===== src/rtl/ctx_save_restore_pkg.sv =====
// Shared types and defaults for the register-context save/restore engine.
package ctx_save_restore_pkg;

    localparam int unsigned DW_DEFAULT   = 16;
    localparam int unsigned NREG_DEFAULT = 16;
    localparam int unsigned CNT_W        = 5;
    localparam int unsigned SEL_W        = 4;

    typedef enum logic [2:0] {
        ST_IDLE,
        ST_SCAN,
        ST_REQ,
        ST_WB,
        ST_DONE
    } state_t;

endpackage


===== src/rtl/ctx_prienc.sv =====
// Lowest-set-bit priority encoder: index of the least significant 1 in vec.
module ctx_prienc
    import ctx_save_restore_pkg::*;
#(
    parameter int unsigned NREG = NREG_DEFAULT
) (
    input  logic [NREG-1:0]  vec,
    output logic [SEL_W-1:0] idx,
    output logic             valid
);

    // Scan from the top so the lowest set bit is the last one to win.
    always_comb begin
        idx   = '0;
        valid = 1'b0;
        for (int i = int'(NREG) - 1; i >= 0; i--) begin
            if (vec[i]) begin
                idx   = SEL_W'(i);
                valid = 1'b1;
            end
        end
    end

endmodule


===== src/rtl/ctx_save_restore.sv =====
// Masked register-file save/restore engine moving one register per memory request.
module ctx_save_restore
    import ctx_save_restore_pkg::*;
#(
    parameter int unsigned DW   = DW_DEFAULT,
    parameter int unsigned NREG = NREG_DEFAULT
) (
    input  logic             clk,
    input  logic             rst,
    input  logic             start,
    input  logic             dir,
    input  logic [NREG-1:0]  mask,
    input  logic [DW-1:0]    base,
    output logic             busy,
    output logic             done,
    output logic [CNT_W-1:0] xfer_cnt,
    output logic [SEL_W-1:0] rf_sel,
    input  logic [DW-1:0]    rf_rdata,
    output logic [DW-1:0]    rf_wdata,
    output logic             rf_wrt,
    output logic             mem_req,
    output logic             mem_we,
    output logic [DW-1:0]    mem_addr,
    output logic [DW-1:0]    mem_wdata,
    input  logic             mem_ack,
    input  logic [DW-1:0]    mem_rdata
);

    state_t           state, state_n;
    logic [NREG-1:0]  rem, rem_n, rem_clr, pe_vec;
    logic [DW-1:0]    base_q, base_n;
    logic             dir_q, dir_n;
    logic [CNT_W-1:0] cnt_n;
    logic [SEL_W-1:0] sel_n, pe_idx;
    logic             pe_valid;
    logic [DW-1:0]    rf_wdata_n, mem_addr_n, mem_wdata_n;
    logic             mem_we_n;

    // Remaining mask with the current register retired.
    assign rem_clr = rem & ~(NREG'(1) << rf_sel);

    // rf_sel is registered one step ahead so rf_rdata is settled during SCAN.
    assign pe_vec = (state == ST_IDLE) ? mask : rem_clr;

    ctx_prienc #(.NREG(NREG)) u_prienc (
        .vec   (pe_vec),
        .idx   (pe_idx),
        .valid (pe_valid)
    );

    always_comb begin
        state_n     = state;
        rem_n       = rem;
        base_n      = base_q;
        dir_n       = dir_q;
        cnt_n       = xfer_cnt;
        sel_n       = rf_sel;
        rf_wdata_n  = rf_wdata;
        mem_addr_n  = mem_addr;
        mem_wdata_n = mem_wdata;
        mem_we_n    = mem_we;

        unique case (state)
            ST_IDLE: begin
                if (start) begin
                    rem_n   = mask;
                    base_n  = base;
                    dir_n   = dir;
                    cnt_n   = '0;
                    sel_n   = pe_valid ? pe_idx : rf_sel;
                    state_n = pe_valid ? ST_SCAN : ST_DONE;
                end
            end
            ST_SCAN: begin
                mem_addr_n = base_q + DW'(xfer_cnt);
                mem_we_n   = ~dir_q;
                if (!dir_q) begin
                    mem_wdata_n = rf_rdata;
                end
                state_n = ST_REQ;
            end
            ST_REQ: begin
                if (mem_ack) begin
                    mem_we_n = 1'b0;
                    if (dir_q) begin
                        rf_wdata_n = mem_rdata;
                        state_n    = ST_WB;
                    end else begin
                        rem_n   = rem_clr;
                        cnt_n   = xfer_cnt + CNT_W'(1);
                        sel_n   = pe_valid ? pe_idx : rf_sel;
                        state_n = pe_valid ? ST_SCAN : ST_DONE;
                    end
                end
            end
            ST_WB: begin
                rem_n   = rem_clr;
                cnt_n   = xfer_cnt + CNT_W'(1);
                sel_n   = pe_valid ? pe_idx : rf_sel;
                state_n = pe_valid ? ST_SCAN : ST_DONE;
            end
            ST_DONE: begin
                state_n = ST_IDLE;
            end
            default: begin
                state_n = ST_IDLE;
            end
        endcase
    end

    // State, datapath and state-decoded strobes all registered from next-state values.
    always_ff @(posedge clk or posedge rst) begin
        if (rst) begin
            state     <= ST_IDLE;
            rem       <= '0;
            base_q    <= '0;
            dir_q     <= 1'b0;
            xfer_cnt  <= '0;
            rf_sel    <= '0;
            rf_wdata  <= '0;
            mem_addr  <= '0;
            mem_wdata <= '0;
            mem_we    <= 1'b0;
            mem_req   <= 1'b0;
            rf_wrt    <= 1'b0;
            busy      <= 1'b0;
            done      <= 1'b0;
        end else begin
            state     <= state_n;
            rem       <= rem_n;
            base_q    <= base_n;
            dir_q     <= dir_n;
            xfer_cnt  <= cnt_n;
            rf_sel    <= sel_n;
            rf_wdata  <= rf_wdata_n;
            mem_addr  <= mem_addr_n;
            mem_wdata <= mem_wdata_n;
            mem_we    <= mem_we_n;
            mem_req   <= (state_n == ST_REQ);
            rf_wrt    <= (state_n == ST_WB);
            busy      <= (state_n != ST_IDLE);
            done      <= (state_n == ST_DONE);
        end
    end

endmodule


===== config.mk =====
export PLATFORM = sky130hd
export DESIGN_NAME = ctx_save_restore
export DESIGN_NICKNAME = d
export VERILOG_FILES = /design/src/rtl/ctx_save_restore_pkg.sv /design/src/rtl/ctx_prienc.sv /design/src/rtl/ctx_save_restore.sv
export SDC_FILE = /design/constraint.sdc
export NUM_CORES = 1
export LEC_CHECK = 0
export CAP_MARGIN = 20
export CELL_PAD_IN_SITES_DETAIL_PLACEMENT = 0
export CELL_PAD_IN_SITES_GLOBAL_PLACEMENT = 1
export CORE_MARGIN = 5
export CORE_UTILIZATION = 35
export DETAILED_ROUTE_END_ITERATION = 16
export GPL_TIMING_DRIVEN = 0
export PLACE_DENSITY = 0.78
export SYNTH_ARGS = -nofsm -noshare
export SYNTH_HDL_FRONTEND = slang
export SYNTH_SLANG_ARGS = --single-unit

===== constraint.sdc =====
create_clock -name clk -period 3.7 [get_ports clk]
set_input_delay 0.925 -clock clk [delete_from_list [all_inputs] [get_ports clk]]
set_output_delay 0.925 -clock clk [all_outputs]
set_load 0.05 [all_outputs]

# --- After elaboration in Yosys (flattened, before gate mapping) ---
# Index checks and enable logic that the tools add are counted.
classes:
  bitwise: 3
  n_shift: 1
  n_eq_ne: 9
  muxes: 53
  n_addsub: 2
  reduce_logical: 9
ops:
  columns: ["cell", "count"]
  rows:
  - ["$mux W4", 20]
  - ["$mux W16", 4]
  - ["$pmux W16 S3", 1]
  - ["$mux W1", 17]
  - ["$add A16 B5 Y16", 1]
  - ["$and A16 B16 Y16", 1]
  - ["$not A16 Y16", 1]
  - ["$shl A1 B4 Y16 const A", 1]
  - ["$mux W5", 3]
  - ["$pmux W5 S3", 1]
  - ["$eq A3 B2 Y1 const B", 4]
  - ["$mux W3", 4]
  - ["$pmux W3 S4", 1]
  - ["$pmux W4 S3", 1]
  - ["$ne A2 B2 Y1 const B", 3]
  - ["$reduce_and A2 Y1", 3]
  - ["$reduce_bool A3 Y1", 2]
  - ["$add A5 B1 Y5 const B", 1]
  - ["$reduce_and A4 Y1", 1]
  - ["$eq A3 B1 Y1 const B", 1]
  - ["$eq A3 B3 Y1 const B", 1]
  - ["$logic_not A3 Y1", 1]
  - ["$reduce_and A3 Y1", 1]
  - ["$pmux W1 S2", 1]
  - ["other kinds (2)", 2]
totals:
  register_bits: 98
  input_bits: 69
  out_inout_bits: 62
  wordCells: 91

# --- Depth between registers and ports, before layout ---
depth:
  ltp_word: 25
  mapped_depth: 9

# --- Modules after synthesis ---
# From an unflattened synthesis, not the netlist that was laid out.
unflattened:
  cells_unflattened: 416
  area_unflattened_um2: 4737.0
modules_own_cells:
  columns: ["mod", "n_inst", "cells_per_inst", "area_each_um2"]
  rows:
  - ["ctx_save_restore", 1, 383, 4558.1]
  - ["ctx_prienc", 1, 33, 178.9]

# --- Least setup slack after synthesis ---
# Ideal clock, no wire load.
synth_path:
  path_kind: "reg-to-reg"
  start: "register xfer_cnt[0]"
  end: "register mem_addr[10]"
  required_time_ns: 3.617
  path_stages_with_launch: 10
  arrival_ns: 2.412
  path_buffers: 0
  setup_time_ns: 0.083
  path_slack_ns: 1.205
  synth_period_minus_slack_ns: 2.495
  cell_sequence: "dfrtp_1 > ha_1 > inv_1 > fa_1 > nor2b_1 > o21ai_0 > a21boi_0 > o2111ai_1 > xor2_1 > o21ai_0"
synth_via:
  elab_chain_len: 1
synth_lines:
  columns: ["element", "line_no", "source"]
  rows:
  - ["start, declared", "ctx_save_restore.sv:16", "output logic [CNT_W-1:0] xfer_cnt,"]
  - ["start signal, assigned", "ctx_save_restore.sv:133", "xfer_cnt <= cnt_n;"]
  - ["$add A16 B5 Y16", "ctx_save_restore.sv:75", "mem_addr_n = base_q + DW'(xfer_cnt);"]
  - ["end signal, assigned", "ctx_save_restore.sv:136", "mem_addr <= mem_addr_n;"]
  - ["end, declared", "ctx_save_restore.sv:23", "output logic [DW-1:0] mem_addr,"]
# No other way between the ends.
# A chain may end at the register's enable or synchronous reset.

# --- Worst setup path in the final report ---
layout_path:
  start: "input port start"
  end: "register xfer_cnt[4]"
layout_via:
  elab_chain_len: 2
layout_lines:
  columns: ["element", "line_no", "source"]
  rows:
  - ["start, declared", "ctx_save_restore.sv:10", "input logic start,"]
  - ["$ne A2 B2 Y1 (no source line)", null, null]
  - ["$reduce_and A4 Y1 (no source line)", null, null]
# No other way between the ends.

==> impl_metrics.toml <==
[run_status]
status = "completed"

[sta]
slew_violations = 0
fin_skew_ps = 10.6
hold_violations = 0
tightest_slew_ps = 768
slew_headroom_pct = 48.4
final.period_utilization_pct = 76.4
layout_min_cycle_time_ps = 2830
rsz0062_at_grt = "no"
finalSetupViolCount = 0
fmax_mhz = 354

[routing]
dr_total_vias = 4536
drt_iter0_markers = 280
wl_um = 15000
vias_per_cell = 5.14
drcViolationCount = 0
wl_per_cell_um = 17.0
ant_nets = 0
firstDrtPassIters = 4

[synth]
synth_edf_count = 0
async_reset_ff_share_pct = 100
synthFlopType = "dfrtp_1"
synth_common_cells = "139 x nand2_1, 98 x dfrtp_1, 47 x o21ai_0"
yosysWarningCount = 0
syn-mean-instance-area_um2 = 9.28
synth_seq_cells = 98
synth_most_common_cell = "nand2_1"
synth_area_um2 = 5120
yosysTopAreaCell = "dfrtp_1"
synth_top_area_share_pct = 47.9
synthesis.instances = 552
yosysSeqAreaShare_pct = 47.9
syn-num-nets = 628
synthDistinctLibCells = 65
synthTopCellsByArea = "dfrtp_1 48%, nand2_1 10%, o21ai_0 4.6%"

[grt]
grt_pass1_vias = 4462
antenna_found_initial = 0
track_usage_pct = 17.6
gr-total-overflow = 0
grt_pass1_wl_um = 23400
grt_max_degree = 57

[pwr]
ir_drop_mv = 0.371
p_leak_nw = 3.05
power.density_nw_per_um2 = 970

[worst_setup_path]
endpoint_kind = "flop"
path_common_cell = "nor2_1"
crit_path_max_incr_delay_ps = 560
cp.buffers_inverters = 1
cp-start-kind = "input pin"
crit_required_ps = 3920
crit_path_top_delay_cell = "nor4b_4"
crit_arrival_ps = 3050
critPathKind = "input pin to flop"
cpLargestDelayFamily = "simple AND/OR/NAND/NOR gates"
cp_cell_sequence = "clkdlybuf4s50_1 -> nor4b_4 -> nor2_1 -> a21oi_2 -> nand4_1 -> xor2_1 -> nor2_1"
crit_fanout = 10

[die]
io_pins = 131
start_util_pct = 35.5
die_w_um = 131
fp-row-count = 44
core_area_um2 = 14400
die_area_um2 = 17200
dieHeight_um = 131

[final_layout]
syn_to_final_growth_pct = 36.2
n_antenna_cell = 0
nNetsFinal = 770
layout-drive-gt1-share_pct = 9.59
fin_cells = 883
final_util_pct = 48.4

[cts]
clkTransAtPathRegs_ps = 60
clock_sinks = 98
holdBufCountCts = 0
cts_made_buffers = 9
root_buffer = "clkbuf_16"
cts_tree = "yes"
htree_levels = 3
cts.repair.resized = 0
clk_path_buf_depth = 2
post-cts-setup-buffers = 0
clkLatencyLatePin_ps = 360

[job]
cap_violations = 0

[placement]
io_buffers = 130
dp.cells = 867
gp_congestion = 0.914
hpwl_um = 11400

[worst_hold_path]
hp-class = "flop to flop"
## routing by layer
layer	vias up	global-route usage [%]	routed length, um
met5	-	0	0
met1	2177	23.0	6480
met2	137	29.0	7290
met4	0	5.51	256
met3	23	4.15	948
li1	2199	-	-
## cell families (layout without fill, tap and decap cells)
family | Yosys count | in the layout | share of synthesized area, %
AND/OR/NAND/NOR | 232 | 232 | 21.4
flip-flops | 98 | 98 | 47.9
buffers and inverters | 45 | 192 | 4.13
XOR/XNOR | 16 | 16 | 2.74
adder cells (fa/ha/maj) | 7 | 7 | 1.86
multiplexers | 29 | 29 | 6.16
AO/OA/AOI/OAI | 125 | 125 | 15.8
## cells in the final DEF (no fill, tap or decap), drive strengths merged, types with 6 or more instances in the layout
| master | n |
|---|---|
| xor2 | 10 |
| xnor2 | 6 |
| nor2b | 7 |
| buf | 15 |
| a22o | 11 |
| nor3 | 13 |
| o21ai | 49 |
| clkbuf | 28 |
| mux2i | 9 |
| inv | 17 |
| clkdlybuf4s50 | 130 |
| dfrtp | 98 |
| mux2 | 20 |
| ha | 6 |
| o31ai | 7 |
| nand2 | 141 |
| nand3 | 9 |
| nand2b | 7 |
| nor2 | 24 |
| a21oi | 24 |
## worst min-delay path, stage by stage (launching register included)
cell and delay, ps:
dfrtp_1 340, nand2_1 50, nand2_1 60
## through the flow
| stage | setup WS [ps] | cell area (um2) | power [mW] | TNS, ps | hold slack (ps) |
|---|---|---|---|---|---|
| after floorplan | 213 | 5120 | 4.56 | 0 | 450 |
| after global placement | -1330 | 6650 | 5.81 | -129630 | 459 |
| after detailed placement | 451 | 6680 | 5.86 | 0 | 462 |
| after CTS | 850 | 6980 | 6.82 | 0 | 478 |
| after global routing | 624 | 6980 | 7.19 | 0 | 497 |
| final | 873 | 6980 | 6.76 | 0 | 474 |
## state kept, by name, indices dropped and copies added (netlist names)
name,count
base_q,16
mem_addr,16
mem_wdata,16
rem,16
rf_wdata,16
xfer_cnt,5
rf_sel,4
state,3
busy,1
dir_q,1
done,1
mem_req,1
mem_we,1
rf_wrt,1
## path summary, 6_finish.rpt
path / start / endpoint / slack (ps) / depth (start not counted)
max reg2reg: xfer_cnt[0] / mem_addr[8] / 1050 / 9
max: start / xfer_cnt[4] / 870 / 7
min in group asynchronous: rst / mem_wdata[14] / 990 / 2
max in group asynchronous: rst / rem[11] / 2060 / 3
min: mem_addr[0] / mem_addr[0] / 470 / 2
min reg2reg: mem_addr[0] / mem_addr[0] / 470 / 2
## where the power goes
part | leakage, nW | total [mW] | switching, mW | internal, mW
combinational | 1.68 | 3.94 | 2.51 | 1.43
sequential | 1.23 | 1.90 | 0.350 | 1.55
clock | 0.142 | 0.932 | 0.419 | 0.513
## area by class of cell
class,instances,area (um2)
well taps,184,230
repair buffers,131,1330
fillers,1396,7450
clock inverters,3,21.3
flip-flops and latches,98,2450
clock buffers,13,270
multi-input cells,409,2460
plain buffers,29,151
inverters,16,62.6
Note: power is estimated with default switching activity, not from simulation.
